===== src/rtl/therm_pkg.sv =====
// Shared types and constants for the thermal sensor frequency-measurement path.
package therm_pkg;

  // Measurement controller states.
  typedef enum logic [1:0] {
    StIdle,
    StCount,
    StPublish
  } state_e;

  // Flops in the oscillator-tap synchronizer chain.
  localparam int unsigned SyncDepth = 2;

  // 1 ms gate at 100 MHz.
  localparam int unsigned DefaultGate = 100000;

  // Largest value the result byte can carry.
  localparam logic [7:0] ByteMax = 8'hFF;

endpackage


===== src/rtl/sync_edge.sv =====
// Synchronizes an asynchronous level into clk and emits a one-cycle pulse per rising edge.
module sync_edge
  import therm_pkg::*;
(
  input  logic clk,
  input  logic rst,
  input  logic async_in,
  output logic pulse
);

  logic [SyncDepth-1:0] sync_q;
  logic                 prev_q;

  // Shift the raw input through the synchronizer and keep the previous synced level.
  always_ff @(posedge clk or negedge rst) begin
    if (!rst) begin
      sync_q <= '0;
      prev_q <= 1'b0;
    end else begin
      sync_q <= {sync_q[SyncDepth-2:0], async_in};
      prev_q <= sync_q[SyncDepth-1];
    end
  end

  assign pulse = sync_q[SyncDepth-1] & ~prev_q;

endmodule


===== src/rtl/freq_counter.sv =====
// Gated frequency counter: counts ring-oscillator edges over a fixed window, then scales,
// saturates to a byte and offers the result on a valid/ready handshake.
module freq_counter
  import therm_pkg::*;
#(
  parameter int unsigned GATE_CYCLES = DefaultGate,  // must be >= 2
  parameter int unsigned SHIFT       = 4,
  parameter int unsigned CNT_W       = 24            // must exceed 8 for the saturation test
) (
  input  logic       clk,
  input  logic       rst,
  input  logic       en,
  input  logic       ro_in,
  input  logic       preset_en,
  input  logic [7:0] preset_val,
  output logic [7:0] data,
  output logic       valid,
  input  logic       ready,
  output logic       overflow
);

  localparam int unsigned GateW = (GATE_CYCLES > 2) ? $clog2(GATE_CYCLES) : 1;
  localparam logic [GateW-1:0] GateLast = GateW'(GATE_CYCLES - 1);

  state_e             state_q;
  logic [GateW-1:0]   gate_q;
  logic [CNT_W-1:0]   edge_q;
  logic [7:0]         data_q;
  logic               valid_q;
  logic               overflow_q;

  logic               ro_pulse;
  logic [CNT_W-1:0]   edge_inc;
  logic [CNT_W-1:0]   scaled;
  logic               scaled_over;
  logic [7:0]         scaled_byte;

  sync_edge u_sync_edge (
    .clk      (clk),
    .rst      (rst),
    .async_in (ro_in),
    .pulse    (ro_pulse)
  );

  // Edge count including this cycle's pulse (saturating), and its scaled/saturated byte form.
  always_comb begin
    edge_inc = edge_q;
    if (ro_pulse && (edge_q != {CNT_W{1'b1}})) begin
      edge_inc = edge_q + 1'b1;
    end
    scaled      = edge_inc >> SHIFT;
    scaled_over = |scaled[CNT_W-1:8];
    scaled_byte = scaled_over ? ByteMax : scaled[7:0];
  end

  // Measurement FSM with gate/edge counters and registered result outputs.
  always_ff @(posedge clk or negedge rst) begin
    if (!rst) begin
      state_q    <= StIdle;
      gate_q     <= '0;
      edge_q     <= '0;
      data_q     <= 8'h00;
      valid_q    <= 1'b0;
      overflow_q <= 1'b0;
    end else begin
      unique case (state_q)
        StIdle: begin
          gate_q <= '0;
          edge_q <= '0;
          if (en) begin
            state_q <= StCount;
          end
        end
        StCount: begin
          if (!en) begin
            // Abort: the partial window is discarded.
            state_q <= StIdle;
            gate_q  <= '0;
            edge_q  <= '0;
          end else if (gate_q == GateLast) begin
            // preset_en only matters in this capture cycle.
            data_q     <= preset_en ? preset_val : scaled_byte;
            overflow_q <= ~preset_en & scaled_over;
            valid_q    <= 1'b1;
            state_q    <= StPublish;
            gate_q     <= '0;
            edge_q     <= '0;
          end else begin
            gate_q <= gate_q + 1'b1;
            edge_q <= edge_inc;
          end
        end
        StPublish: begin
          // Result is held until taken; en alone never retracts it.
          if (ready) begin
            valid_q <= 1'b0;
            state_q <= en ? StCount : StIdle;
          end
        end
        default: begin
          state_q <= StIdle;
        end
      endcase
    end
  end

  assign data     = data_q;
  assign valid    = valid_q;
  assign overflow = overflow_q;

endmodule


===== config.mk =====
export PLATFORM = sky130hd
export DESIGN_NAME = freq_counter
export DESIGN_NICKNAME = d
export VERILOG_FILES = /design/src/rtl/therm_pkg.sv /design/src/rtl/sync_edge.sv /design/src/rtl/freq_counter.sv
export SDC_FILE = /design/constraint.sdc
export NUM_CORES = 1
export LEC_CHECK = 0
export ABC_CLOCK_PERIOD_IN_PS = 2500
export BUFFER_PORTS_ARGS = -buffer_cell sky130_fd_sc_hd__buf_2
export CORE_UTILIZATION = 45
export DETAILED_ROUTE_END_ITERATION = 7
export PLACE_DENSITY = 0.63
export SETUP_SLACK_MARGIN = 0.05
export SLEW_MARGIN = 40
export SYNTH_ARGS = -nofsm -noshare
export SYNTH_HDL_FRONTEND = slang
export SYNTH_SLANG_ARGS = --single-unit

===== constraint.sdc =====
create_clock -name clk -period 2.5 [get_ports clk]
set_input_delay 0.5 -clock clk [delete_from_list [all_inputs] [get_ports clk]]
set_output_delay 0.5 -clock clk [all_outputs]
set_load 0.05 [all_outputs]

=== Yosys cells after proc, flatten, opt, wreduce, memory -nomap -nowiden ===
Index checks and enable logic that the tools add are counted.

* Register bits: 56
* Input port bits: 14
* Output and inout port bits: 10
* Logic and storage cells: 53

* Add/subtract/negate cells: 2
* Equality and inequality tests: 10
* Mux-type cells: 19
* Bitwise gates (word level): 4
* Reduce and logical (&&, ||, !) cells: 9

{| class="wikitable"
|+ Operators with widths
! operator !! number
|-
| 24-bit 2-to-1 mux || 3
|-
| 24-bit one-hot mux with 2 select lines || 1
|-
| 17-bit 2-to-1 mux || 2
|-
| 17-bit one-hot mux with 2 select lines || 1
|-
| 24-bit by 1-bit adder with 24-bit output (second input constant) || 1
|-
| 24-bit inequality test (second input constant) || 1
|-
| 17-bit by 1-bit adder with 17-bit output (second input constant) || 1
|-
| 17-bit == test (second input constant) || 1
|-
| 8-bit 2-to-1 mux || 2
|-
| 12-bit OR reduction || 1
|-
| 2-bit 2-to-1 mux || 4
|-
| 2-bit inequality test (second input constant) || 4
|-
| 2-bit one-hot mux with 3 select lines || 1
|-
| 3-bit AND reduction || 2
|-
| 1-bit 2-to-1 mux || 4
|-
| 4-bit inequality test (second input constant) || 1
|-
| 4-bit AND reduction || 1
|-
| 2-bit nonzero test || 2
|-
| 3-bit inequality test (second input constant) || 1
|-
| 1-bit bitwise AND || 2
|-
| 2-bit by 1-bit == test with 1-bit output (second input constant) || 1
|-
| 2-bit == test (second input constant) || 1
|-
| 2-bit zero test || 1
|-
| 1-bit NOT || 2
|-
| other kinds (3) || 3
|}

=== Depth between registers and ports, before layout ===
Gate-level depths: netlist of run 1.

* Word-level depth: 7
* Gate-level depth with buffers: 11
* Mapped depth without buffers: 8

=== Cells and area by module ===
Synthesis of run 1 repeated with hierarchy kept, for this count alone.

* Cell total of the unflattened synthesis: 383
* Area total of the unflattened synthesis: 3283.1 µm²

{| class="wikitable"
|+ Modules (own cells, without submodules)
! module !! instances !! cells an instance !! area each (µm²) !! sequential area each (µm²)
|-
| freq_counter || 1 || 379 || 3194.3 || 1326.3
|-
| sync_edge || 1 || 4 || 88.8 || 75.1
|}

=== Worst setup path before layout of run 1 ===
No wires, ideal clock.

* Kind: register to register
* Start: register edge_q[0]
* End: register data_q[7] (netlist: data[7])
* Library setup time: 138 ps
* Arrival time: 2040 ps
* Data required time: 2362 ps
* Slack: 322 ps
* Stages on the path, launching flop included: 9
* Path buffers: 0
* Period minus slack after synthesis: 2178 ps
* Path through: dfrtp_1 > ha_1 > nand3_1 > or4_4 > nor4_2 > xnor2_1 > o21ai_2 > nor3_4 > a31oi_1

* Cells in the longest elaborated chain, start to end: 6
* Elaborated cells between the ends (all ways): 7
* Classes of those cells: add/sub (1); eq/ne (1); mux (3); reduce/logical (2)

{| class="wikitable"
|+ Ends and longest elaborated chain
! element !! line !! text
|-
| start, declared || freq_counter.sv:27 || <nowiki>logic [CNT_W-1:0] edge_q;</nowiki>
|-
| start signal, assigned || freq_counter.sv:90 || <nowiki>edge_q <= edge_inc;</nowiki>
|-
| branches (longest 2 deep; another with 24-bit by 1-bit adder with 24-bit output) || n/a ||
|-
| 24-bit 2-to-1 mux (*) || freq_counter.sv:48 || <nowiki>if (ro_pulse && (edge_q != {CNT_W{1'b1}})) begin</nowiki>
|-
| 12-bit OR reduction || freq_counter.sv:52 || <nowiki>scaled_over = |scaled[CNT_W-1:8];</nowiki>
|-
| 8-bit 2-to-1 mux (*) || freq_counter.sv:53 || <nowiki>scaled_byte = scaled_over ? ByteMax : scaled[7:0];</nowiki>
|-
| 8-bit 2-to-1 mux (*) || freq_counter.sv:82 || <nowiki>data_q <= preset_en ? preset_val : scaled_byte;</nowiki>
|-
| end signal, assigned || freq_counter.sv:82 ||
|-
| end, declared || freq_counter.sv:28 || <nowiki>logic [7:0] data_q;</nowiki>
|}

Every way passes the cells marked *. The select of a mux whose other input is x is not followed.
A chain may end at the register's enable or synchronous reset.

=== Final worst setup path of run 1 ===
* Start: register edge_q[0]
* End: register data_q[4] (netlist: data[4])

The elaborated chain is that of the path after synthesis.

==> impl_metrics.xml, run 1 <==
<?xml version="1.0" encoding="UTF-8"?>
<metrics>
  <group name="cts">
    <metric name="hold_buffers" unit="">0</metric>
    <metric name="tritoncts_clock_tree" unit="">built</metric>
    <metric name="cts_root_buffer" unit="">sky130_fd_sc_hd__clkbuf_8</metric>
    <metric name="clk_pin_slew" unit="ns">0.10</metric>
    <metric name="cts_max_path_buffers" unit="">2</metric>
    <metric name="number_of_sinks_handled_by_clock_tree_synthesis" unit="">56</metric>
    <metric name="cts-htree-levels" unit="">2</metric>
    <metric name="tritoncts.num_buffers" unit="">5</metric>
    <metric name="skew_pair_late_insertion_delay" unit="ns">0.31</metric>
  </group>
  <group name="setup_path">
    <metric name="crit_path_end_kind" unit="">register</metric>
    <metric name="timing.critical_path.arrival" unit="ns">2.51</metric>
    <metric name="crit_slowest_cell" unit="">sky130_fd_sc_hd__or4_4</metric>
    <metric name="worstSetupPathType" unit="">register to register</metric>
    <metric name="cp.required" unit="ns">2.69</metric>
    <metric name="worstPathBufferInverterCount" unit="">1</metric>
    <metric name="timing.critical_path.fanout_max" unit="">9</metric>
    <metric name="critical_path.max_stage_delay" unit="ns">0.48</metric>
    <metric name="crit_family" unit="">simple AND/OR/NAND/NOR gates</metric>
    <metric name="critical_path.startpoint_type" unit="">register</metric>
    <metric name="timing.critical_path.cells" unit="">ha_2 &gt; nand3_2 &gt; or4_4 &gt; nor4_2 &gt; xnor2_1 &gt; o21ai_2 &gt; nor3_4 &gt; buf_12 &gt; a31oi_1</metric>
  </group>
  <group name="synthesis">
    <metric name="syn_area" unit="mm^2">0.00337</metric>
    <metric name="synth_top_flop_cell" unit="">sky130_fd_sc_hd__dfrtp_1</metric>
    <metric name="synth_sequential_area_ratio" unit="%">41.6</metric>
    <metric name="synth_area_per_cell" unit="um^2">9.15</metric>
    <metric name="yosys_warnings" unit="">0</metric>
    <metric name="synth_fp_nets" unit="">384</metric>
    <metric name="postSynthCellCount" unit="">368</metric>
    <metric name="synth.lib_cells_used.distinct" unit="">61</metric>
    <metric name="synth-edff-count" unit="">0</metric>
    <metric name="synth-async-reset-ratio" unit="%">100</metric>
    <metric name="synth_seq_cells" unit="">56</metric>
  </group>
  <group name="sta">
    <metric name="totalNegativeSetupSlack" unit="ns">0</metric>
    <metric name="share_of_the_clock_period_used_by_the_worst_path" unit="%">92.7</metric>
    <metric name="setup_viol" unit="">0</metric>
    <metric name="final.min_clock_period" unit="ns">2.32</metric>
    <metric name="skew" unit="ns">0.00944</metric>
    <metric name="highest_clock_rate" unit="MHz">431</metric>
    <metric name="count_of_endpoints_failing_hold_in_the_final_timing_report" unit="">0</metric>
    <metric name="slew_headroom" unit="%">61.8</metric>
    <metric name="final_count_of_pins_violating_max_slew" unit="">0</metric>
    <metric name="timing_worst_slew_pin_value" unit="ns">0.571</metric>
    <metric name="grt_setup_unrepaired" unit="">false</metric>
  </group>
  <group name="route">
    <metric name="drt_drc_violations_left" unit="">0</metric>
    <metric name="wire_per_inst" unit="um">15.0</metric>
    <metric name="route.antenna.remaining_nets" unit="">0</metric>
    <metric name="totalWireLength" unit="um">7340</metric>
    <metric name="drt_iter0_drc" unit="">170</metric>
    <metric name="vias" unit="">2800</metric>
    <metric name="route.detailed.vias_per_inst" unit="">5.73</metric>
    <metric name="drt_pass1_iterations" unit="">4</metric>
  </group>
  <group name="global_route">
    <metric name="grt_util_all_layers" unit="%">19.9</metric>
    <metric name="global_route_wire_length_before_repair" unit="um">12200</metric>
    <metric name="grt_max_degree" unit="">57</metric>
    <metric name="global_route.overflow_total" unit="">0</metric>
    <metric name="via_count_of_the_first_global_routing_pass" unit="">2556</metric>
    <metric name="grt_antenna_before_repair" unit="">0</metric>
  </group>
  <group name="die">
    <metric name="design.core.area" unit="mm^2">0.00725</metric>
    <metric name="floorplan.io_pins" unit="">24</metric>
    <metric name="die_h" unit="um">88.5</metric>
    <metric name="floorplan.initialDensity" unit="%">46.4</metric>
    <metric name="dieWidth" unit="um">88.5</metric>
    <metric name="placementRows" unit="">31</metric>
    <metric name="design.die.area" unit="mm^2">0.00783</metric>
  </group>
  <group name="power_and_ir_drop">
    <metric name="power_density_cells" unit="mW/mm^2">404</metric>
    <metric name="part_of_the_power_in_the_clock_network" unit="%">33.1</metric>
    <metric name="power.switching" unit="uW">357</metric>
    <metric name="share_comb_of_total_power" unit="%">5.7</metric>
    <metric name="max-vdd-ir-drop" unit="mV">0.293</metric>
    <metric name="netSwitchingFraction" unit="%">23.9</metric>
    <metric name="cell_internal_power_dissipation" unit="mW">1.14</metric>
    <metric name="static_leakage" unit="nW">1.58</metric>
    <metric name="power_share_of_the_sequential_group" unit="%">61.2</metric>
  </group>
  <group name="final_layout">
    <metric name="utilization" unit="%">51.0</metric>
    <metric name="final_cell_mix" unit="">sky130_fd_sc_hd__dfrtp_1 (56), sky130_fd_sc_hd__o21ai_0 (53), sky130_fd_sc_hd__nand2_1 (37), sky130_fd_sc_hd__buf_2 (23), sky130_fd_sc_hd__nor2_1 (20)</metric>
    <metric name="fill_cells" unit="">689</metric>
    <metric name="insertedDiodeCount" unit="">0</metric>
    <metric name="layout.nets" unit="">405</metric>
    <metric name="layout-drive-gt1-share" unit="%">20.3</metric>
    <metric name="area_growth" unit="%">9.73</metric>
    <metric name="layout.cells.most_common" unit="">sky130_fd_sc_hd__dfrtp_1</metric>
  </group>
  <group name="run_status">
    <metric name="outcome" unit="">finished clean</metric>
  </group>
  <group name="placement">
    <metric name="gp_congestion" unit="">0.864</metric>
    <metric name="dpl.hpwl" unit="um">5080</metric>
    <metric name="number_of_port_buffers" unit="">23</metric>
  </group>
  <group name="job">
    <metric name="number_of_max_cap_violations" unit="">0</metric>
  </group>
  <group name="worst_hold_path">
    <metric name="hold_path_class" unit="">input pin to asynchronous set/reset pin</metric>
  </group>
</metrics>
==> routing by layer <==
layer | up-vias | global-route usage, % | part of all wire [%]
li1 | 1387 | - | -
met1 | 1361 | 26.8 | 49
met2 | 42 | 32.6 | 48
met3 | 10 | 3.17 | 2.3
met4 | 0 | 6.74 | 1.1
met5 | - | 0 | 0
==> power by group through the flow <==
| stage | combinational (mW) | clock (mW) | sequential [mW] |
|---|---|---|---|
| after global routing | 0.0972 | 0.546 | 0.916 |
| after floorplan | 0.0393 | 0 | 0.932 |
| final | 0.0848 | 0.495 | 0.915 |
| after CTS | 0.0810 | 0.517 | 0.915 |
| after global placement | 0.0796 | 0 | 0.932 |
| after detailed placement | 0.0810 | 0 | 0.932 |
==> worst reg2reg max path: stages, from the launching register on <==
cell and delay, ns:
sky130_fd_sc_hd__dfrtp_1 0.41, sky130_fd_sc_hd__ha_2 0.23, sky130_fd_sc_hd__nand3_2 0.16, sky130_fd_sc_hd__or4_4 0.48, sky130_fd_sc_hd__nor4_2 0.18, sky130_fd_sc_hd__xnor2_1 0.19
sky130_fd_sc_hd__o21ai_2 0.11, sky130_fd_sc_hd__nor3_4 0.22, sky130_fd_sc_hd__buf_12 0.15, sky130_fd_sc_hd__a31oi_1 0.07
==> cell usage after synthesis, types with 4 or more instances <==
cell | n | area (um^2)
sky130_fd_sc_hd__a21oi_1 | 14 | 70.1
sky130_fd_sc_hd__a31oi_1 | 13 | 81.3
sky130_fd_sc_hd__and2_1 | 4 | 25.0
sky130_fd_sc_hd__and3_1 | 15 | 93.8
sky130_fd_sc_hd__buf_2 | 4 | 20.0
sky130_fd_sc_hd__buf_6 | 6 | 67.6
sky130_fd_sc_hd__clkbuf_1 | 9 | 33.8
sky130_fd_sc_hd__dfrtp_1 | 56 | 1400
sky130_fd_sc_hd__inv_1 | 4 | 15.0
sky130_fd_sc_hd__nand2_1 | 37 | 139
sky130_fd_sc_hd__nand3_1 | 16 | 80.1
sky130_fd_sc_hd__nand3b_1 | 8 | 60.1
sky130_fd_sc_hd__nand4_1 | 7 | 43.8
sky130_fd_sc_hd__nand4b_1 | 4 | 35.0
sky130_fd_sc_hd__nor2_1 | 20 | 75.1
sky130_fd_sc_hd__nor3_1 | 5 | 25.0
sky130_fd_sc_hd__nor3_2 | 4 | 40.0
sky130_fd_sc_hd__o21ai_0 | 53 | 265
sky130_fd_sc_hd__o21ai_1 | 4 | 20.0
sky130_fd_sc_hd__o31ai_1 | 7 | 52.6
sky130_fd_sc_hd__xnor2_1 | 8 | 70.1
sky130_fd_sc_hd__xor2_1 | 9 | 78.8
==> repair_timing <==
| item | in CTS | in global routing |
|---|---|---|
| setup buffers | 1 | 1 |
| resized for setup | 0 | 4 |
| gates cloned | 0 | 0 |
| pin swaps | 1 | 0 |
| endpoints found under the setup margin | 8 | 26 |
==> logic make-up (layout without fill, tap and decap cells) <==
group	after synthesis	after routing	synth area share, %
XOR/XNOR	17	17	4.42
buffers and inverters	31	53	5.72
multiplexers	1	1	0.334
adder cells (fa/ha/maj)	2	2	0.743
AND/OR/NAND/NOR	150	150	27.5
AO/OA/AOI/OAI	111	111	19.7
flip-flops	56	56	41.6
==> sequential cells by signal (all words and copies together), names as in the netlist <==
signal	flops
state_q	2
overflow	1
gate_q	17
u_sync_edge.prev_q	1
u_sync_edge.sync_q	2
edge_q	24
valid	1
data	8
==> area by class of cell <==
class                           instances  area (um^2)  area share [%]
Multi-Input combinational cell        281         1790            48.5
Timing Repair Buffer                   41          275            7.45
Clock inverter                          3         18.8           0.508
Tap cell                               99          124            3.35
Clock buffer                            5         68.8            1.86
Sequential cell                        56         1400            37.9
Inverter                                4         15.0           0.406
==> through the flow <==
stage,cells,hold slack (ns),worst slack (ns),total power [mW],area [um^2]
3_5_place_dp,478,0.337,0.00731,1.01,3540
5_1_grt,489,0.107,0.0439,1.56,3700
4_1_cts,487,0.279,0.0863,1.51,3650
3_3_place_gp,478,0.335,0.122,1.01,3540
6_report,489,0.0953,0.182,1.49,3700
2_1_floorplan,368,0.204,0.322,0.971,3370
==> worst paths after layout <==
path | end | slack (ns) | startpoint | depth (start not counted)
max reg2reg | data[4] | 0.18 | edge_q[0] | 9
max | data[4] | 0.18 | edge_q[0] | 9
max in group asynchronous | data[6] | 1.92 | rst | 3
min reg2reg | u_sync_edge.sync_q[1] | 0.36 | u_sync_edge.sync_q[0] | 0
min | edge_q[20] | 0.1 | rst | 2
min in group clk | u_sync_edge.sync_q[0] | 0.28 | ro_in | 1
(Power assumes the default switching activity.)
==> run 2, diff against run 1 <==
--- a/config.mk
+++ b/config.mk
@@ -10,6 +10,7 @@
 export CORE_UTILIZATION = 45
 export DETAILED_ROUTE_END_ITERATION = 7
 export PLACE_DENSITY = 0.63
+export RECOVER_POWER = 100
 export SETUP_SLACK_MARGIN = 0.05
 export SLEW_MARGIN = 40
 export SYNTH_ARGS = -nofsm -noshare
==> impl_metrics.xml, run 2 (same netlist as run 1, synthesis figures left out) <==
<?xml version="1.0" encoding="UTF-8"?>
<metrics>
  <group name="final_layout">
    <metric name="insertedDiodeCount" unit="">0</metric>
    <metric name="area_growth" unit="%">8.58</metric>
    <metric name="largest_reg_flops" unit="">24</metric>
    <metric name="layout.cells.most_common" unit="">sky130_fd_sc_hd__dfrtp_1</metric>
    <metric name="final_cell_mix" unit="">sky130_fd_sc_hd__dfrtp_1 (56), sky130_fd_sc_hd__o21ai_0 (53), sky130_fd_sc_hd__nand2_1 (37), sky130_fd_sc_hd__nor2_1 (20), sky130_fd_sc_hd__and3_1 (16)</metric>
    <metric name="layout-drive-gt1-share" unit="%">16.9</metric>
    <metric name="layout.nets" unit="">405</metric>
    <metric name="registers.top_by_ff_count" unit="">edge_q</metric>
  </group>
  <group name="placement">
    <metric name="dpl.hpwl" unit="um">5080</metric>
    <metric name="number_of_port_buffers" unit="">23</metric>
    <metric name="gp_congestion" unit="">0.864</metric>
  </group>
  <group name="die">
    <metric name="floorplan.io_pins" unit="">24</metric>
    <metric name="design.core.area" unit="mm^2">0.00725</metric>
    <metric name="design.die.area" unit="mm^2">0.00783</metric>
    <metric name="floorplan.initialDensity" unit="%">46.4</metric>
    <metric name="placementRows" unit="">31</metric>
    <metric name="dieWidth" unit="um">88.5</metric>
    <metric name="die_h" unit="um">88.5</metric>
  </group>
  <group name="global_route">
    <metric name="grt_util_all_layers" unit="%">19.9</metric>
    <metric name="via_count_of_the_first_global_routing_pass" unit="">2556</metric>
    <metric name="grt_max_degree" unit="">57</metric>
    <metric name="global_route.overflow_total" unit="">0</metric>
    <metric name="global_route_wire_length_before_repair" unit="um">12200</metric>
    <metric name="grt_antenna_before_repair" unit="">0</metric>
  </group>
  <group name="sta">
    <metric name="count_of_endpoints_failing_hold_in_the_final_timing_report" unit="">0</metric>
    <metric name="setup_viol" unit="">0</metric>
    <metric name="grt_setup_unrepaired" unit="">false</metric>
    <metric name="totalNegativeSetupSlack" unit="ns">0</metric>
    <metric name="final.min_clock_period" unit="ns">2.32</metric>
    <metric name="highest_clock_rate" unit="MHz">430</metric>
    <metric name="timing_worst_slew_pin_value" unit="ns">1.12</metric>
    <metric name="slew_headroom" unit="%">25.0</metric>
    <metric name="fin_hold_ws" unit="ns">0.255</metric>
    <metric name="skew" unit="ns">0.00999</metric>
    <metric name="final_count_of_pins_violating_max_slew" unit="">0</metric>
    <metric name="share_of_the_clock_period_used_by_the_worst_path" unit="%">93.0</metric>
  </group>
  <group name="setup_path">
    <metric name="cp.required" unit="ns">2.69</metric>
    <metric name="timing.critical_path.fanout_max" unit="">9</metric>
    <metric name="timing.critical_path.cells" unit="">and3_1 &gt; nand4_2 &gt; nor3_2 &gt; o21a_1 &gt; o22ai_1 &gt; nor3_4 &gt; buf_12 &gt; a31oi_1</metric>
    <metric name="worstSetupPathType" unit="">register to register</metric>
    <metric name="crit_family" unit="">simple AND/OR/NAND/NOR gates</metric>
    <metric name="crit_path_end_kind" unit="">register</metric>
    <metric name="crit_slowest_cell" unit="">sky130_fd_sc_hd__dfrtp_1</metric>
    <metric name="critical_path.startpoint_type" unit="">register</metric>
    <metric name="critical_path.max_stage_delay" unit="ns">0.49</metric>
    <metric name="timing.critical_path.arrival" unit="ns">2.51</metric>
    <metric name="worstPathBufferInverterCount" unit="">1</metric>
  </group>
  <group name="run_status">
    <metric name="outcome" unit="">finished clean</metric>
  </group>
  <group name="route">
    <metric name="route.detailed.vias_per_inst" unit="">5.70</metric>
    <metric name="route.antenna.remaining_nets" unit="">0</metric>
    <metric name="totalWireLength" unit="um">7350</metric>
    <metric name="drt_drc_violations_left" unit="">0</metric>
    <metric name="vias" unit="">2788</metric>
    <metric name="drt_pass1_iterations" unit="">5</metric>
    <metric name="drt_iter0_drc" unit="">154</metric>
    <metric name="wire_per_inst" unit="um">15.0</metric>
  </group>
  <group name="cts">
    <metric name="clk_pin_slew" unit="ns">0.10</metric>
    <metric name="tritoncts_clock_tree" unit="">built</metric>
    <metric name="cts_root_buffer" unit="">sky130_fd_sc_hd__clkbuf_8</metric>
    <metric name="hold_buffers" unit="">0</metric>
    <metric name="skew_pair_late_insertion_delay" unit="ns">0.31</metric>
    <metric name="cts-htree-levels" unit="">2</metric>
    <metric name="tritoncts.num_buffers" unit="">5</metric>
    <metric name="cts_max_path_buffers" unit="">2</metric>
    <metric name="number_of_sinks_handled_by_clock_tree_synthesis" unit="">56</metric>
  </group>
  <group name="power_and_ir_drop">
    <metric name="power_density_cells" unit="mW/mm^2">408</metric>
    <metric name="max-vdd-ir-drop" unit="mV">0.294</metric>
    <metric name="static_leakage" unit="nW">1.53</metric>
  </group>
  <group name="worst_hold_path">
    <metric name="hold_path_class" unit="">input pin to asynchronous set/reset pin</metric>
  </group>
  <group name="job">
    <metric name="number_of_max_cap_violations" unit="">0</metric>
  </group>
</metrics>
[run 2: cell count changes in the layout (fill, tap and decap cells not counted), sizes merged]
cell    change
buf        -12
clkbuf     +12
[run 2: power by group]
group	internal, mW	switching, mW	total (mW)
sequential	0.911	0.00417	0.915
clock	0.196	0.301	0.497
combinational	0.0271	0.0534	0.0805
total	1.13	0.359	1.49
[run 2: timing repair]
| action | in CTS | in global routing |
|---|---|---|
| gates resized for setup | 0 | 4 |
| pin swaps | 1 | 0 |
| endpoints found under the setup margin | 8 | 26 |
| setup buffers | 1 | 1 |
[run 2: final timing paths]
check                           slack, ns                   from  depth (start not counted)                     to
worst min-delay path                 0.25                    rst                          2             edge_q[20]
worst max register to register       0.18             edge_q[20]                          8                data[4]
worst min register to register       0.36  u_sync_edge.sync_q[0]                          0  u_sync_edge.sync_q[1]
max in group asynchronous            0.71                    rst                          3              gate_q[4]
min in group clk                     0.28                  ro_in                          1  u_sync_edge.sync_q[0]
worst max-delay path                 0.18             edge_q[20]                          8                data[4]
[run 2: layer usage]
layer | up-vias | GRT usage, % | routed length [um]
li1 | 1383 | - | -
met1 | 1355 | 26.8 | 3590
met2 | 40 | 32.6 | 3490
met3 | 10 | 3.17 | 203
met4 | 0 | 6.74 | 76
met5 | - | 0 | 0
[run 2: layout make-up]
class	instances	area, um^2
fillers	699	3600
multi-input cells	281	1790
flip-flops and latches	56	1400
repair buffers	41	244
well taps	99	124
clock buffers	5	68.8
clock inverters	3	18.8
inverters	4	15.0
[run 2: through the flow]
step | cells | util (%) | power, mW | area [um^2] | setup slack, ns
after global placement | 478 | 48.8 | 1.01 | 3540 | 0.122
after floorplan | 368 | - | 0.971 | 3370 | 0.322
after CTS | 487 | 50.3 | 1.51 | 3650 | 0.0863
final | 489 | 50.4 | 1.49 | 3660 | 0.176
after global routing | 489 | 50.4 | 1.55 | 3660 | 0.0263
after detailed placement | 478 | 48.8 | 1.01 | 3540 | 0.00731
==> run 3, diff against run 2 <==
--- a/config.mk
+++ b/config.mk
@@ -10,7 +10,7 @@
 export CORE_UTILIZATION = 45
 export DETAILED_ROUTE_END_ITERATION = 7
 export PLACE_DENSITY = 0.63
-export RECOVER_POWER = 100
+export RECOVER_POWER = 25
 export SETUP_SLACK_MARGIN = 0.05
 export SLEW_MARGIN = 40
 export SYNTH_ARGS = -nofsm -noshare
==> impl_metrics.xml, run 3 (same netlist as run 1, synthesis figures left out) <==
<?xml version="1.0" encoding="UTF-8"?>
<metrics>
  <group name="job">
    <metric name="number_of_max_cap_violations" unit="">0</metric>
  </group>
  <group name="cts">
    <metric name="hold_buffers" unit="">0</metric>
    <metric name="tritoncts.num_buffers" unit="">5</metric>
    <metric name="skew_pair_late_insertion_delay" unit="ns">0.31</metric>
    <metric name="tritoncts_clock_tree" unit="">built</metric>
    <metric name="cts_max_path_buffers" unit="">2</metric>
    <metric name="cts_root_buffer" unit="">sky130_fd_sc_hd__clkbuf_8</metric>
    <metric name="number_of_sinks_handled_by_clock_tree_synthesis" unit="">56</metric>
    <metric name="clk_pin_slew" unit="ns">0.10</metric>
    <metric name="cts-htree-levels" unit="">2</metric>
  </group>
  <group name="route">
    <metric name="vias" unit="">2771</metric>
    <metric name="drt_iter0_drc" unit="">182</metric>
    <metric name="route.detailed.vias_per_inst" unit="">5.67</metric>
    <metric name="route.antenna.remaining_nets" unit="">0</metric>
    <metric name="drt_drc_violations_left" unit="">0</metric>
    <metric name="totalWireLength" unit="um">7360</metric>
    <metric name="drt_pass1_iterations" unit="">4</metric>
    <metric name="wire_per_inst" unit="um">15.0</metric>
  </group>
  <group name="placement">
    <metric name="placed_area" unit="mm^2">0.00354</metric>
    <metric name="gp_congestion" unit="">0.864</metric>
    <metric name="number_of_port_buffers" unit="">23</metric>
    <metric name="dpl.hpwl" unit="um">5080</metric>
  </group>
  <group name="final_layout">
    <metric name="layout.nets" unit="">405</metric>
    <metric name="final_cell_mix" unit="">sky130_fd_sc_hd__dfrtp_1 (56), sky130_fd_sc_hd__o21ai_0 (53), sky130_fd_sc_hd__nand2_1 (37), sky130_fd_sc_hd__buf_2 (23), sky130_fd_sc_hd__nor2_1 (20)</metric>
    <metric name="registers.top_by_ff_count" unit="">edge_q</metric>
    <metric name="insertedDiodeCount" unit="">0</metric>
    <metric name="finish.instance_area" unit="mm^2">0.00368</metric>
    <metric name="layout-drive-gt1-share" unit="%">20.0</metric>
    <metric name="area_growth" unit="%">9.18</metric>
    <metric name="largest_reg_flops" unit="">24</metric>
    <metric name="fill_cells" unit="">693</metric>
    <metric name="layout.cells.most_common" unit="">sky130_fd_sc_hd__dfrtp_1</metric>
    <metric name="utilization" unit="%">50.7</metric>
  </group>
  <group name="sta">
    <metric name="highest_clock_rate" unit="MHz">432</metric>
    <metric name="final_count_of_pins_violating_max_slew" unit="">0</metric>
    <metric name="skew" unit="ns">0.0108</metric>
    <metric name="count_of_endpoints_failing_hold_in_the_final_timing_report" unit="">0</metric>
    <metric name="setup_viol" unit="">0</metric>
    <metric name="grt_setup_unrepaired" unit="">false</metric>
    <metric name="totalNegativeSetupSlack" unit="ns">0</metric>
    <metric name="share_of_the_clock_period_used_by_the_worst_path" unit="%">92.7</metric>
    <metric name="timing_worst_slew_pin_value" unit="ns">1.12</metric>
    <metric name="slew_headroom" unit="%">25.5</metric>
    <metric name="final.min_clock_period" unit="ns">2.32</metric>
  </group>
  <group name="setup_path">
    <metric name="timing.critical_path.fanout_max" unit="">9</metric>
    <metric name="r2r_end" unit="">data[4]</metric>
    <metric name="crit-reg2reg-launch" unit="">u_sync_edge.prev_q</metric>
    <metric name="critical_path.startpoint_type" unit="">register</metric>
    <metric name="worstSetupPathType" unit="">register to register</metric>
    <metric name="setup.reg_to_reg.worst_slack" unit="ns">0.18</metric>
    <metric name="cp.required" unit="ns">2.69</metric>
    <metric name="rr_worst_depth" unit="">8</metric>
    <metric name="crit_path_end_kind" unit="">register</metric>
    <metric name="timing.critical_path.arrival" unit="ns">2.51</metric>
  </group>
  <group name="power_and_ir_drop">
    <metric name="power_density_cells" unit="mW/mm^2">406</metric>
    <metric name="max-vdd-ir-drop" unit="mV">0.293</metric>
    <metric name="total_power" unit="mW">1.49</metric>
    <metric name="static_leakage" unit="nW">1.57</metric>
  </group>
  <group name="die">
    <metric name="die_h" unit="um">88.5</metric>
    <metric name="floorplan.io_pins" unit="">24</metric>
    <metric name="floorplan.initialDensity" unit="%">46.4</metric>
    <metric name="design.die.area" unit="mm^2">0.00783</metric>
    <metric name="placementRows" unit="">31</metric>
    <metric name="design.core.area" unit="mm^2">0.00725</metric>
    <metric name="dieWidth" unit="um">88.5</metric>
  </group>
  <group name="worst_hold_path">
    <metric name="hold_path_class" unit="">input pin to asynchronous set/reset pin</metric>
  </group>
  <group name="run_status">
    <metric name="outcome" unit="">finished clean</metric>
  </group>
  <group name="global_route">
    <metric name="global_route.overflow_total" unit="">0</metric>
    <metric name="via_count_of_the_first_global_routing_pass" unit="">2556</metric>
    <metric name="grt_util_all_layers" unit="%">19.9</metric>
    <metric name="grt_max_degree" unit="">57</metric>
    <metric name="global_route_wire_length_before_repair" unit="um">12200</metric>
    <metric name="grt_antenna_before_repair" unit="">0</metric>
  </group>
</metrics>
==> run 3: repair_timing <==
item                       4_1_cts  5_1_grt
pin swaps                        1        0
resized for setup                0        4
setup buffers                    1        1
setup endpoints to repair        8       26
==> run 3: cell type report <==
| cell class | instances | area [um^2] | area share, % |
|---|---|---|---|
| inverters | 4 | 15.0 | 0.408 |
| clock buffers | 5 | 68.8 | 1.87 |
| multi-input cells | 281 | 1790 | 48.8 |
| flip-flops and latches | 56 | 1400 | 38.1 |
| well taps | 99 | 124 | 3.37 |
| clock inverters | 3 | 18.8 | 0.510 |
| repair buffers | 41 | 256 | 6.98 |
==> run 3: worst max-delay path, cell delays in order, from the launching register on <==
cell                       delay [ns]
sky130_fd_sc_hd__dfrtp_1         0.36
sky130_fd_sc_hd__nand2b_2        0.28
sky130_fd_sc_hd__nor4_4          0.47
sky130_fd_sc_hd__nand3_1         0.23
sky130_fd_sc_hd__o31ai_2         0.29
sky130_fd_sc_hd__o21ai_2         0.11
sky130_fd_sc_hd__nor3_4          0.22
sky130_fd_sc_hd__buf_12          0.15
sky130_fd_sc_hd__a31oi_1         0.07
==> run 3: power by group <==
part / internal [mW] / total [mW] / switching, mW / leakage (nW)
Sequential: 0.911 / 0.915 / 0.00419 / 0.772
Combinational: 0.0274 / 0.0809 / 0.0535 / 0.752
Clock: 0.196 / 0.498 / 0.302 / 0.0479
==> run 3: worst max path at each step <==
stage / from / to
finish: u_sync_edge.prev_q / data[4]
global route: edge_q[0] / data[3]
CTS: edge_q[0] / data[4]
detailed placement: edge_q[0] / data[4]
global placement: edge_q[0] / data[7]
floorplan: edge_q[0] / data[7]
==> run 3: metal layers <==
layer  vias to the layer above  track usage, %  routed length [um]
met4                         0            6.74                  79
met1                      1342            26.8                3610
met3                        10            3.17                 182
met5                         -               0                   0
li1                       1385               -                   -
met2                        34            32.6                3480
==> run 3: through the flow <==
step | cells | hold slack [ns] | worst slack [ns]
6_report | 489 | 0.257 | 0.183
3_3_place_gp | 478 | 0.335 | 0.122
4_1_cts | 487 | 0.279 | 0.0863
5_1_grt | 489 | 0.283 | 0.0439
3_5_place_dp | 478 | 0.337 | 0.00731
2_1_floorplan | 368 | 0.204 | 0.322
